## src/rtl/axis_len_framer_if.sv

```systemverilog
// AXI4-Stream bundle shared by the framer's payload input and framed output.
// The master modport drives data/valid; the slave modport drives ready.
interface axis_len_framer_if #(
    parameter int unsigned DATA_BITS = 512
) ();
    localparam int unsigned KEEP_BITS = DATA_BITS / 8;

    logic [DATA_BITS-1:0] tdata;
    logic [KEEP_BITS-1:0] tkeep;
    logic                 tlast;
    logic                 tvalid;
    logic                 tready;

    modport master (
        output tdata,
        output tkeep,
        output tlast,
        output tvalid,
        input  tready
    );

    modport slave (
        input  tdata,
        input  tkeep,
        input  tlast,
        input  tvalid,
        output tready
    );
endinterface

```

## src/rtl/axis_len_framer.sv

```systemverilog
// Frames a dense payload byte stream into AXI4-Stream packets, one per length descriptor,
// generating tkeep/tlast on the final beat. Output stage is a single full-throughput register.
module axis_len_framer #(
    parameter int unsigned AXI4S_DATA_BITS = 512,
    parameter int unsigned LEN_BITS        = 32
) (
    input  logic                aclk,
    input  logic                aresetn,
    input  logic                s_meta_valid,
    output logic                s_meta_ready,
    input  logic [LEN_BITS-1:0] s_meta_data,
    axis_len_framer_if.slave    s_axis,
    axis_len_framer_if.master   m_axis,
    output logic [31:0]         pkt_cnt
);
    localparam int unsigned KEEP_BITS = AXI4S_DATA_BITS / 8;
    localparam int unsigned KB        = $clog2(KEEP_BITS);
    // One extra bit so a length of 2^LEN_BITS-1 rounds up without overflow.
    localparam int unsigned BL_BITS   = LEN_BITS - KB + 1;

    localparam logic [KEEP_BITS-1:0] KEEP_ALL = {KEEP_BITS{1'b1}};

    typedef enum logic [0:0] {StIdle, StStream} state_e;

    state_e state_q, state_d;

    logic [BL_BITS-1:0]         beats_left_q, beats_left_d;
    logic [KEEP_BITS-1:0]       last_keep_q, last_keep_d;
    logic [AXI4S_DATA_BITS-1:0] m_tdata_q, m_tdata_d;
    logic [KEEP_BITS-1:0]       m_tkeep_q, m_tkeep_d;
    logic                       m_tlast_q, m_tlast_d;
    logic                       m_tvalid_q, m_tvalid_d;
    logic [31:0]                pkt_cnt_q, pkt_cnt_d;

    logic                 meta_ready;
    logic                 in_ready;
    logic                 meta_fire;
    logic                 meta_nonzero;
    logic                 in_fire;
    logic                 last_beat;
    logic [KB-1:0]        len_rem;
    logic [BL_BITS-1:0]   meta_beats;
    logic [KEEP_BITS-1:0] meta_keep;

    // Input framing hints are intentionally ignored: the descriptor alone defines packets.
    logic unused_s_axis;
    assign unused_s_axis = ^{s_axis.tkeep, s_axis.tlast};

    assign meta_fire    = s_meta_valid & meta_ready;
    assign meta_nonzero = (s_meta_data != '0);
    assign in_fire      = s_axis.tvalid & in_ready;
    assign last_beat    = (beats_left_q == BL_BITS'(1));

    assign len_rem    = s_meta_data[KB-1:0];
    assign meta_beats = BL_BITS'(s_meta_data[LEN_BITS-1:KB]) + BL_BITS'(len_rem != '0);
    assign meta_keep  = (len_rem == '0) ? KEEP_ALL : ~(KEEP_ALL << len_rem);

    // State register
    always_ff @(posedge aclk or negedge aresetn) begin
        if (!aresetn) begin
            state_q <= StIdle;
        end else begin
            state_q <= state_d;
        end
    end

    // Next-state logic
    always_comb begin
        state_d = state_q;
        unique case (state_q)
            StIdle: begin
                if (meta_fire && meta_nonzero) begin
                    state_d = StStream;
                end
            end
            StStream: begin
                if (in_fire && last_beat) begin
                    state_d = StIdle;
                end
            end
            default: state_d = StIdle;
        endcase
    end

    // Handshake outputs; input ready follows downstream ready combinationally.
    always_comb begin
        meta_ready = 1'b0;
        in_ready   = 1'b0;
        unique case (state_q)
            StIdle:   meta_ready = 1'b1;
            StStream: in_ready   = !m_tvalid_q || m_axis.tready;
            default: begin
                meta_ready = 1'b0;
                in_ready   = 1'b0;
            end
        endcase
    end

    // Beat counter and tail keep captured from the descriptor.
    always_comb begin
        beats_left_d = beats_left_q;
        last_keep_d  = last_keep_q;
        if (meta_fire && meta_nonzero) begin
            beats_left_d = meta_beats;
            last_keep_d  = meta_keep;
        end else if (in_fire) begin
            beats_left_d = beats_left_q - BL_BITS'(1);
        end
    end

    // Output register: load wins over drain so a simultaneous load/drain stays valid.
    always_comb begin
        m_tdata_d  = m_tdata_q;
        m_tkeep_d  = m_tkeep_q;
        m_tlast_d  = m_tlast_q;
        m_tvalid_d = m_tvalid_q;
        if (in_fire) begin
            m_tdata_d  = s_axis.tdata;
            m_tkeep_d  = last_beat ? last_keep_q : KEEP_ALL;
            m_tlast_d  = last_beat;
            m_tvalid_d = 1'b1;
        end else if (m_axis.tready) begin
            m_tvalid_d = 1'b0;
        end
    end

    always_comb begin
        pkt_cnt_d = pkt_cnt_q;
        if (m_tvalid_q && m_axis.tready && m_tlast_q) begin
            pkt_cnt_d = pkt_cnt_q + 32'd1;
        end
    end

    always_ff @(posedge aclk or negedge aresetn) begin
        if (!aresetn) begin
            beats_left_q <= '0;
            last_keep_q  <= '0;
            m_tdata_q    <= '0;
            m_tkeep_q    <= '0;
            m_tlast_q    <= 1'b0;
            m_tvalid_q   <= 1'b0;
            pkt_cnt_q    <= '0;
        end else begin
            beats_left_q <= beats_left_d;
            last_keep_q  <= last_keep_d;
            m_tdata_q    <= m_tdata_d;
            m_tkeep_q    <= m_tkeep_d;
            m_tlast_q    <= m_tlast_d;
            m_tvalid_q   <= m_tvalid_d;
            pkt_cnt_q    <= pkt_cnt_d;
        end
    end

    assign s_meta_ready  = meta_ready;
    assign s_axis.tready = in_ready;
    assign m_axis.tdata  = m_tdata_q;
    assign m_axis.tkeep  = m_tkeep_q;
    assign m_axis.tlast  = m_tlast_q;
    assign m_axis.tvalid = m_tvalid_q;
    assign pkt_cnt       = pkt_cnt_q;
endmodule
```

## src/flat_wrapper.sv

```systemverilog
// flat-port wrapper written by rule: the top's interface ports become plain ports
module axis_len_framer_flat 
#(
    parameter int unsigned AXI4S_DATA_BITS = 512,
    parameter int unsigned LEN_BITS        = 32
)
  (aclk, aresetn, s_meta_valid, s_meta_ready, s_meta_data, pkt_cnt, s_axis_tdata, s_axis_tkeep, s_axis_tlast, s_axis_tvalid, s_axis_tready, m_axis_tdata, m_axis_tkeep, m_axis_tlast, m_axis_tvalid, m_axis_tready);
  axis_len_framer_if s_axis_i ();
  axis_len_framer_if m_axis_i ();
  input  logic aclk;
  input  logic aresetn;
  input  logic s_meta_valid;
  output logic s_meta_ready;
  input  logic [LEN_BITS-1:0] s_meta_data;
  output logic [31:0] pkt_cnt;
  input wire logic [$bits(s_axis_i.tdata)-1:0] s_axis_tdata;
  input wire logic [$bits(s_axis_i.tkeep)-1:0] s_axis_tkeep;
  input wire logic [$bits(s_axis_i.tlast)-1:0] s_axis_tlast;
  input wire logic [$bits(s_axis_i.tvalid)-1:0] s_axis_tvalid;
  output wire logic [$bits(s_axis_i.tready)-1:0] s_axis_tready;
  output wire logic [$bits(m_axis_i.tdata)-1:0] m_axis_tdata;
  output wire logic [$bits(m_axis_i.tkeep)-1:0] m_axis_tkeep;
  output wire logic [$bits(m_axis_i.tlast)-1:0] m_axis_tlast;
  output wire logic [$bits(m_axis_i.tvalid)-1:0] m_axis_tvalid;
  input wire logic [$bits(m_axis_i.tready)-1:0] m_axis_tready;
  assign s_axis_i.tdata = s_axis_tdata;
  assign s_axis_i.tkeep = s_axis_tkeep;
  assign s_axis_i.tlast = s_axis_tlast;
  assign s_axis_i.tvalid = s_axis_tvalid;
  assign s_axis_tready = s_axis_i.tready;
  assign m_axis_tdata = m_axis_i.tdata;
  assign m_axis_tkeep = m_axis_i.tkeep;
  assign m_axis_tlast = m_axis_i.tlast;
  assign m_axis_tvalid = m_axis_i.tvalid;
  assign m_axis_i.tready = m_axis_tready;
  axis_len_framer #(.AXI4S_DATA_BITS(AXI4S_DATA_BITS), .LEN_BITS(LEN_BITS)) u_core (.aclk(aclk), .aresetn(aresetn), .s_meta_valid(s_meta_valid), .s_meta_ready(s_meta_ready), .s_meta_data(s_meta_data), .s_axis(s_axis_i), .m_axis(m_axis_i), .pkt_cnt(pkt_cnt));
endmodule
```

## config.mk

```make
export PLATFORM = sky130hd
export DESIGN_NAME = axis_len_framer_flat
export DESIGN_NICKNAME = d
export VERILOG_FILES = /design/src/rtl/axis_len_framer_if.sv /design/src/rtl/axis_len_framer.sv /design/src/flat_wrapper.sv
export SDC_FILE = /design/constraint.sdc
export NUM_CORES = 1
export LEC_CHECK = 0
export BUFFER_PORTS_ARGS = -buffer_cell sky130_fd_sc_hd__buf_2
export CAP_MARGIN = 20
export CELL_PAD_IN_SITES_DETAIL_PLACEMENT = 1
export CELL_PAD_IN_SITES_GLOBAL_PLACEMENT = 2
export CORE_AREA = 2 2 471 473
export CTS_CLUSTER_DIAMETER = 50
export DETAILED_ROUTE_END_ITERATION = 6
export DIE_AREA = 0 0 473 475
export GPL_ROUTABILITY_DRIVEN = 0
export PLACE_DENSITY_LB_ADDON = 0.1
export SYNTH_ARGS = -nofsm -noshare
export SYNTH_HDL_FRONTEND = slang
export SYNTH_SLANG_ARGS = --single-unit
```

## constraint.sdc

```tcl
create_clock -name aclk -period 8.02 [get_ports aclk]
set_clock_uncertainty 0.05 [all_clocks]
set_input_delay 0.802 -clock aclk [delete_from_list [all_inputs] [get_ports aclk]]
set_output_delay 0.802 -clock aclk [all_outputs]
set_load 0.005 [all_outputs]
```

# Word level (Yosys, flattened, before mapping)
# Cells that the tools add are included.
word_totals:
  reg_bits: 702
  input_bits: 614
  word_cells: 39
classes:
  addsub: 3
  eq_ne: 1
  n_shift: 1
  n_mux: 11
  n_bitwise: 4
  n_reduce_logical: 11
ops:
  columns: ["cell", "count"]
  rows:
  - ["64-bit 2-to-1 mux", 2]
  - ["64-bit inverter", 1]
  - ["64-bit by 6-bit << shifter with 64-bit output, first input constant", 1]
  - ["27-bit 2-to-1 mux", 2]
  - ["32-bit by 1-bit adder with 32-bit output, second input constant", 1]
  - ["32-bit nonzero test", 1]
  - ["26-bit by 1-bit adder with 27-bit output", 1]
  - ["27-bit by 1-bit == test with 1-bit output, second input constant", 1]
  - ["27-bit by 1-bit subtractor with 27-bit output, second input constant", 1]
  - ["6-bit logical NOT", 1]
  - ["1-bit 2-to-1 mux", 6]
  - ["6-bit nonzero test", 1]
  - ["1-bit logical AND", 4]
  - ["2-bit nonzero test", 2]
  - ["1-bit AND", 2]
  - ["1-bit case mux with 2 select lines", 1]
  - ["1-bit logical NOT", 1]
  - ["1-bit logical OR", 1]
  - ["1-bit inverter", 1]

# Longest topological paths before layout
# Gate-level depths: netlist of the first run.
logic_depth:
  depth_word: 7
  mapped_depth: 13
  mapped_depth_nobuf: 10

# Least setup slack after synthesis of the first run
# Ideal clock, no wire load.
synth_path:
  kind: "in2reg"
  start: "input port s_meta_data[0]"
  end: "register u_core.beats_left_q[8]"
  arrival_time_ps: 3253
  t_required_ps: 7844
  path_slack_ps: 4591
  path_stages: 13
  cell_sequence: "buf_2 -> or4_1 -> buf_2 -> nor3_4 -> inv_2 -> ha_1 -> ha_1 -> and3_1 -> clkbuf_1 -> and2_0 -> nand2_1 -> xnor2_1 -> a221o_1"
synth_between:
  elab_chain_len: 3
  word_cells_on_any_way: 6
  cone_classes: "add/sub (1); mux (1); reduce/logical (4)"
synth_lines:
  columns: ["element", "line", "rtl"]
  rows:
  - ["start, declared", "flat_wrapper.sv:14", "input logic [LEN_BITS-1:0] s_meta_data;"]
  - ["6-bit nonzero test or 32-bit nonzero test (tied branches)", "axis_len_framer.sv:55, axis_len_framer.sv:50", null]
  - ["26-bit by 1-bit adder with 27-bit output or 1-bit logical AND (tied branches)", "axis_len_framer.sv:55, axis_len_framer.sv:103", null]
  - ["27-bit 2-to-1 mux or 2-bit nonzero test (tied branches)", null, null]
  - ["end signal, assigned", "axis_len_framer.sv:144", "beats_left_q <= beats_left_d;"]
  - ["end, declared", "axis_len_framer.sv:27", "logic [BL_BITS-1:0] beats_left_q, beats_left_d;"]
# Parallel ways exist; a longest one is shown, timed or not.
# A chain may end at the register's enable or synchronous reset.

# Final worst setup path of the first run
layout_path:
  start: "input port s_meta_data[3]"
  end: "register u_core.beats_left_q[8]"
# Same word-level chain as after synthesis.

==> results of run 1 <==
==> worst max-delay path by stage <==
stage               cells after the start           start                      end
floorplan                              13  s_meta_data[0]   u_core.beats_left_q[8]
global placement                       11  s_meta_data[3]  u_core.beats_left_q[24]
detailed placement                     11  s_meta_data[3]  u_core.beats_left_q[24]
CTS                                    11  s_meta_data[3]  u_core.beats_left_q[24]
global route                           11  s_meta_data[3]   u_core.beats_left_q[8]
finish                                 11  s_meta_data[3]   u_core.beats_left_q[8]
==> cell usage in the layout (no fill, tap or decap), types with 4 or more instances in the layout <==
cell type and instances:
a211oi_1 6, a21o_1 7, a21oi_1 37, a31oi_1 11
and2_1 8, and3_1 17, and4_1 9, buf_12 9
buf_2 1159, buf_4 19, bufinv_16 18, clkbuf_1 20
clkbuf_16 165, clkbuf_8 32, clkinv_2 34, clkinvlp_4 11
dfrtp_1 702, diode_2 12, ha_1 5, inv_1 9
mux2i_1 7, nand2_1 1606, nand2b_1 4, nand3_1 44
nand4_1 17, nor2_1 46, nor3_1 12, nor4_1 18
o21ai_0 37, o22a_1 70, o311ai_0 6, or2_2 5
or3_1 5, xnor2_1 35, xor2_1 27
==> critical path, delay by kind of cell <==
| kind | cells | cell delay (ns) |
|---|---|---|
| adders and majority gates | 2 | 0.51 |
| and+or+nand+nor | 5 | 2.06 |
| AOI/OAI and AO/OA | 1 | 0.35 |
| buffers and inverters | 2 | 0.54 |
| xor gates and xnor gates | 1 | 0.07 |
==> through the flow <==
stage                     instances  instance area [um2]  setup slack (ns)  power, mW  hold slack (ns)
after global routing           7161                42400              4.03       14.5           0.0921
after CTS                      7157                42400              4.27       14.1           0.0589
after detailed placement       6865                36700              3.43       6.94            0.405
final                          7169                42400              4.26       13.7            0.164
after global placement         6865                36700              3.43       6.93            0.403
after floorplan                2979                27700              4.59       5.42            0.386
==> flip-flops by register name, summed over array words and instances, names as in the netlist <==
signal and flops:
u_core.m_axis.tkeep 64, u_core.m_axis.tdata 512, u_core.m_axis.tvalid 1, u_core.beats_left_q 27, u_core.pkt_cnt 32, u_core.state_q 1, u_core.m_axis.tlast 1, u_core.last_keep_q 64
==> cell families (layout without fill, tap and decap cells) <==
kind of cell,after synthesis,count (layout)
AOI/OAI and AO/OA,204,204
xor gates and xnor gates,62,62
adders and majority gates,5,5
buffers and inverters,183,1490
DFF,702,702
muxes,8,8
other,0,12
and+or+nand+nor,1815,1815
==> area by class of cell <==
| class | count | area [um2] |
|---|---|---|
| multi-input cells | 2094 | 9410 |
| well taps | 2871 | 3590 |
| clock inverters | 74 | 966 |
| repair buffers | 1189 | 6150 |
| fillers | 25600 | 177000 |
| flip-flops and latches | 702 | 17600 |
| clock buffers | 217 | 4640 |
| diodes | 12 | 30.0 |
| inverters | 10 | 37.5 |
==> power by group through the flow <==
stage / registers [mW] / clock network (mW) / logic [mW]
after floorplan: 4.62 / 0 / 0.799
after global placement: 4.63 / 0 / 2.30
after detailed placement: 4.63 / 0 / 2.30
after CTS: 4.59 / 7.20 / 2.31
after global routing: 4.68 / 7.34 / 2.50
final: 4.58 / 6.93 / 2.18
==> metal layers <==
layer  part of all wire [%]  wire (um)
met1                     38      62000
met2                     49      80600
met3                    9.9      16300
met4                    2.9       4720
met5                   0.35        577
==> metrics.cfg, run 1 <==
[pwr]
p_int_mw = 9.60
leakagePower_nw = 21.7
p_comb_share_pct = 16.0
clock_power_share_pct = 50.6
ir_drop_uv = 186
swShare_pct = 29.8
power_switching_mw = 4.09
p_seq_share_pct = 33.5
pwr_density_cell_nw_per_um2 = 323

[routing]
vias_per_cell = 3.63
drt-wirelength-per-cell_um = 22.9
drt-initial-drc-count = 1004
firstDrtPassIters = 4
vias = 26000
drcViolationCount = 0
wl_mm = 164
ant_nets = 0

[clock_network]
post-cts-setup-buffers = 0
clock-sinks = 702
clkTransAtPathRegs_ns = 0.06
cts_tree = yes
cts_buffers = 158
clock_latency_ns = 0.77
cts_root_buf = clkbuf_16
cts_hold_buf = 1
cts_resized = 0
clk_path_buf_depth = 3
h-tree-depth = 4

[timing]
rsz0062_at_grt = no
max_freq_ghz = 0.266
fin_crit_sh_pct = 46.9
finalCriticalPeriod_ns = 3.76
drv_slew = 0
worstMarginPinSlew_ns = 1.09
setup-violations-final = 0
fin_tns_setup_ns = 0
hold_viol_final = 0
relSlewSlack_pct = 27.5

[setup_path]
startpoint_type = input pin
critPathMaxStageDelay_ns = 0.71
crit_slowest_cell = or4_1
critPathArrivalTime_ns = 4.35
critPathRequiredTime_ns = 8.60
critPathCaptureType = register
worstSetupPathType = input pin to register
path_common_cell = ha_1
r2r-end = u_core.m_axis.tdata[473]
ff2ff_setup_slack_ns = 4.74
cp_cell_sequence = buf_2 > or4_1 > nor3_4 > inv_2 > ha_1 > ha_1 > and3_1 > and2_0 > nand2_1 > xnor2_1 > a221o_1
r2r_start = u_core.m_axis.tvalid
cp_max_fo = 23
reg2regPathDepth = 6

[finish]
finish.utilization_pct = 19.4
area_growth_pct = 53.2
nets = 4774
drive_gt1_share_pct = 34.5

[yosys]
async_reset_ff_share_pct = 100
synth_compound_area_share_pct = 5.27
synth_cell_types = 61
synth_edf_count = 0
synth.avg_cell_area_um2 = 9.29
yosys-top-cells-count = 1,606 x nand2_1, 702 x dfrtp_1, 145 x clkbuf_1, 70 x o22a_1, 47 x nor2_1
synthTopCellsByArea = dfrtp_1 63%, nand2_1 22%, o22a_1 2.2%, clkbuf_1 2.0%, xnor2_1 1.1%
yosysSeqAreaShare_pct = 63.5
synth_xor_area_share_pct = 1.96
synth_seq_cells = 702
synth_top_family_by_area = simple AND/OR/NAND/NOR gates
synth_top_area_share_pct = 63.5
synth_top_cell_by_area = dfrtp_1
synthMuxAreaShare_pct = 0.294
syn_area_um2 = 27700
synth.most_common_cell = nand2_1
synth_adder_area_share_pct = 0.226
synth_nets = 3598
synth_cells = 2979
synth_simple_gate_area_share_pct = 26.1
synth_flop_cell = dfrtp_1
yosysWarnings = 0

[die]
die_width_um = 473
initial_core_util_pct = 12.6
core-area_um2 = 219000
die_height_um = 475
rows = 172
ios = 1226
die_area_um2 = 225000

[run_status]
status = completed

[global_route]
grtUsageMet3_pct = 6.72
grtUsageMet1_pct = 15.6
grt_antenna_before_repair = 162
met2_usage_pct = 24.7
grt_most_used_layer = met2
grt_pass1_vias = 27900
grt_pass1_wl_mm = 227
grt_max_degree = 168
grt_use_total_pct = 14.2
overflow = 0

[hold_path]
min_path_type = input pin to register
holdCritStartpoint = s_axis_tdata[457]
min_path_cells = 3
hold_end = u_core.m_axis.tdata[457]

[job]
maxCapViolCount = 0

[placed_design]
dp_hpwl_mm = 122
portBuffers = 1160

(Power assumes the default switching activity.)
==> run 2: changes to the inputs <==
CORE_AREA = 2 2 474 476   (was 2 2 471 473)
DIE_AREA = 0 0 476 478   (was 0 0 473 475)
clock period = 3.4 ns   (was 8.02 ns; I/O delays follow)
==> metrics.cfg, run 2 (synthesized netlist as in run 1, its figures left out) <==
[job]
maxCapViolCount = 0  ; unchanged

[pwr]
p_seq_share_pct = 33.4  ; about the same
power_switching_mw = 9.83  ; +140%
swShare_pct = 30.4  ; +0.50 points
p_comb_share_pct = 18.3  ; +2.3 points
ir_drop_uv = 476  ; +160%
p_int_mw = 22.6  ; +130%
pwr_density_cell_nw_per_um2 = 667  ; +110%
leakagePower_nw = 24.3  ; +12%
clock_power_share_pct = 48.3  ; -2.3 points

[global_route]
grt_max_degree = 127  ; -24%
grtUsageMet1_pct = 16.9  ; +1.3 points
grt_pass1_wl_mm = 240  ; +5.7%
grt_use_total_pct = 14.7  ; +0.43 points
grt_most_used_layer = met2
grtUsageMet3_pct = 5.58  ; -1.1 points
grt_pass1_vias = 30800  ; +11%
overflow = 0  ; unchanged
grt_antenna_before_repair = 83  ; -49%
met2_usage_pct = 25.4  ; +0.68 points

[die]
rows = 174  ; +1.2%
ios = 1226  ; unchanged
die_area_um2 = 228000  ; +1.3%
die_height_um = 478  ; +0.63%
die_width_um = 476  ; +0.63%
core-area_um2 = 223000  ; +1.9%
initial_core_util_pct = 12.4  ; -0.23 points

[clock_network]
h-tree-depth = 4  ; unchanged
cts_tree = yes
cts_buffers = 157  ; -0.63%
clkTransAtPathRegs_ns = 0.04  ; -0.02 ns
cts_resized = 0  ; unchanged
clk_path_buf_depth = 3  ; unchanged
clock_latency_ns = 0.78  ; about the same
cts_root_buf = clkbuf_16
clock-sinks = 702  ; unchanged

[finish]
layout_common_cells = 1,606 x nand2_1, 1,159 x buf_2, 702 x dfrtp_1, 557 x dlygate4sd3_1, 161 x clkbuf_16
layout_commonest_cell = nand2_1
finalInstanceArea_um2 = 48600  ; +15%
nets = 5393  ; +13%
drive_gt1_share_pct = 31.2  ; -3.3 points
area_growth_pct = 75.6
finish.utilization_pct = 21.8  ; +2.4 points
nFillCells = 26100  ; +1.8%
instances_no_fill = 7927  ; +11%
largest_reg_flops = 512  ; unchanged

[timing]
relSlewSlack_pct = 43.6  ; +16 points
worstMarginPinSlew_ns = 0.835  ; -0.253 ns
max_freq_ghz = 0.325
fin_tns_setup_ns = 0  ; unchanged
hold_ws_ns = 0.0954  ; -0.0688 ns
finalCriticalPeriod_ns = 3.08
drv_slew = 0  ; unchanged
setup-violations-final = 0  ; unchanged
fin_crit_sh_pct = 90.6
hold_viol_final = 0  ; unchanged
rsz0062_at_grt = no

[routing]
drt-wirelength-per-cell_um = 21.4  ; -6.5%
vias = 28000  ; +7.6%
drcViolationCount = 0  ; unchanged
ant_nets = 0  ; unchanged
vias_per_cell = 3.53  ; -2.7%
wl_mm = 170  ; +3.4%
drt-initial-drc-count = 1053  ; +4.9%
firstDrtPassIters = 4  ; unchanged

[setup_path]
reg2regPathDepth = 7  ; +1
startpoint_type = register
cp_cell_sequence = inv_1 > ha_1 > or4b_1 > or4b_1 > or4_1 > nand3_1 > dlygate4sd3_1
critPathMaxStageDelay_ns = 0.61  ; -0.10 ns
worstSetupPathType = register to register
crit_slowest_cell = or4b_1
critPathArrivalTime_ns = 3.74  ; -0.61 ns
cp_max_fo = 7  ; -70%
r2r-end = u_core.beats_left_q[12]
critPathRequiredTime_ns = 4.06  ; -4.54 ns
ff2ff_setup_slack_ns = 0.32  ; -4.42 ns
path_common_cell = or4b_1
r2r_start = u_core.beats_left_q[0]
critPathCaptureType = register

[hold_path]
min_path_type = input pin to register
hold_end = u_core.beats_left_q[2]
holdCritStartpoint = s_meta_data[8]
min_path_cells = 4  ; +1

[placed_design]
dp_hpwl_mm = 130  ; +6.2%
portBuffers = 1160  ; unchanged
placement.cell_area_um2 = 37600  ; +2.4%
dpl.cell_count = 7050  ; +2.7%

[run_status]
status = completed

-- run 2: power by group through the flow --
stage | Sequential (mW) | Combinational, mW | Clock (mW)
floorplan | 10.9 | 1.88 | 0
global placement | 10.9 | 5.61 | 0
detailed placement | 11.0 | 5.60 | 0
CTS | 10.9 | 6.24 | 16.3
global route | 11.1 | 6.71 | 16.6
finish | 10.8 | 5.92 | 15.6
-- run 2: cell type report --
cell class / count / area [um2] / area share, %
multi-input combinational: 2094 / 9410 / 19.4
inverter: 10 / 37.5 / 0.0772
clock buffer: 212 / 4460 / 9.18
clock inverter: 73 / 876 / 1.80
tap: 2992 / 3740 / 7.70
antenna: 35 / 87.6 / 0.180
sequential: 702 / 17600 / 36.1
timing repair buffer: 1809 / 12400 / 25.6
-- run 2: stage by stage --
stage	setup slack, ns	total power, mW
5_1_grt	0.106	34.4
2_1_floorplan	0.433	12.8
3_5_place_dp	0.212	16.6
3_3_place_gp	0.181	16.6
4_1_cts	0.283	33.4
6_report	0.320	32.4
-- run 2: per-layer routing --
metal / up-vias / wire length (um)
li1: 13200 / -
met1: 13600 / 67900
met2: 890 / 83500
met3: 275 / 14400
met4: 26 / 3680
met5: - / 157
-- run 2: worst max-delay path by stage --
stage | endpoint | start | cells after the start | slack (ns)
final | u_core.beats_left_q[12] | u_core.beats_left_q[0] | 7 | 0.32
after global routing | u_core.beats_left_q[12] | u_core.beats_left_q[0] | 7 | 0.11
after CTS | u_core.beats_left_q[12] | u_core.beats_left_q[0] | 7 | 0.28
after global placement | u_core.beats_left_q[8] | s_meta_data[1] | 11 | 0.18
after detailed placement | u_core.beats_left_q[8] | s_meta_data[1] | 11 | 0.21
after floorplan | u_core.beats_left_q[8] | s_meta_data[0] | 13 | 0.43
-- run 2: repair_timing --
action,in CTS,in global routing
hold buffers,557,0
buffers inserted,0,0
hold endpoints to repair,584,0
-- run 2: worst max-delay path, delay by kind of cell, from the launching register on --
family	cells	cell delay, ns
adders and majority gates	1	0.21
DFF	1	0.45
and+or+nand+nor	4	1.67
buffers and inverters	2	0.64
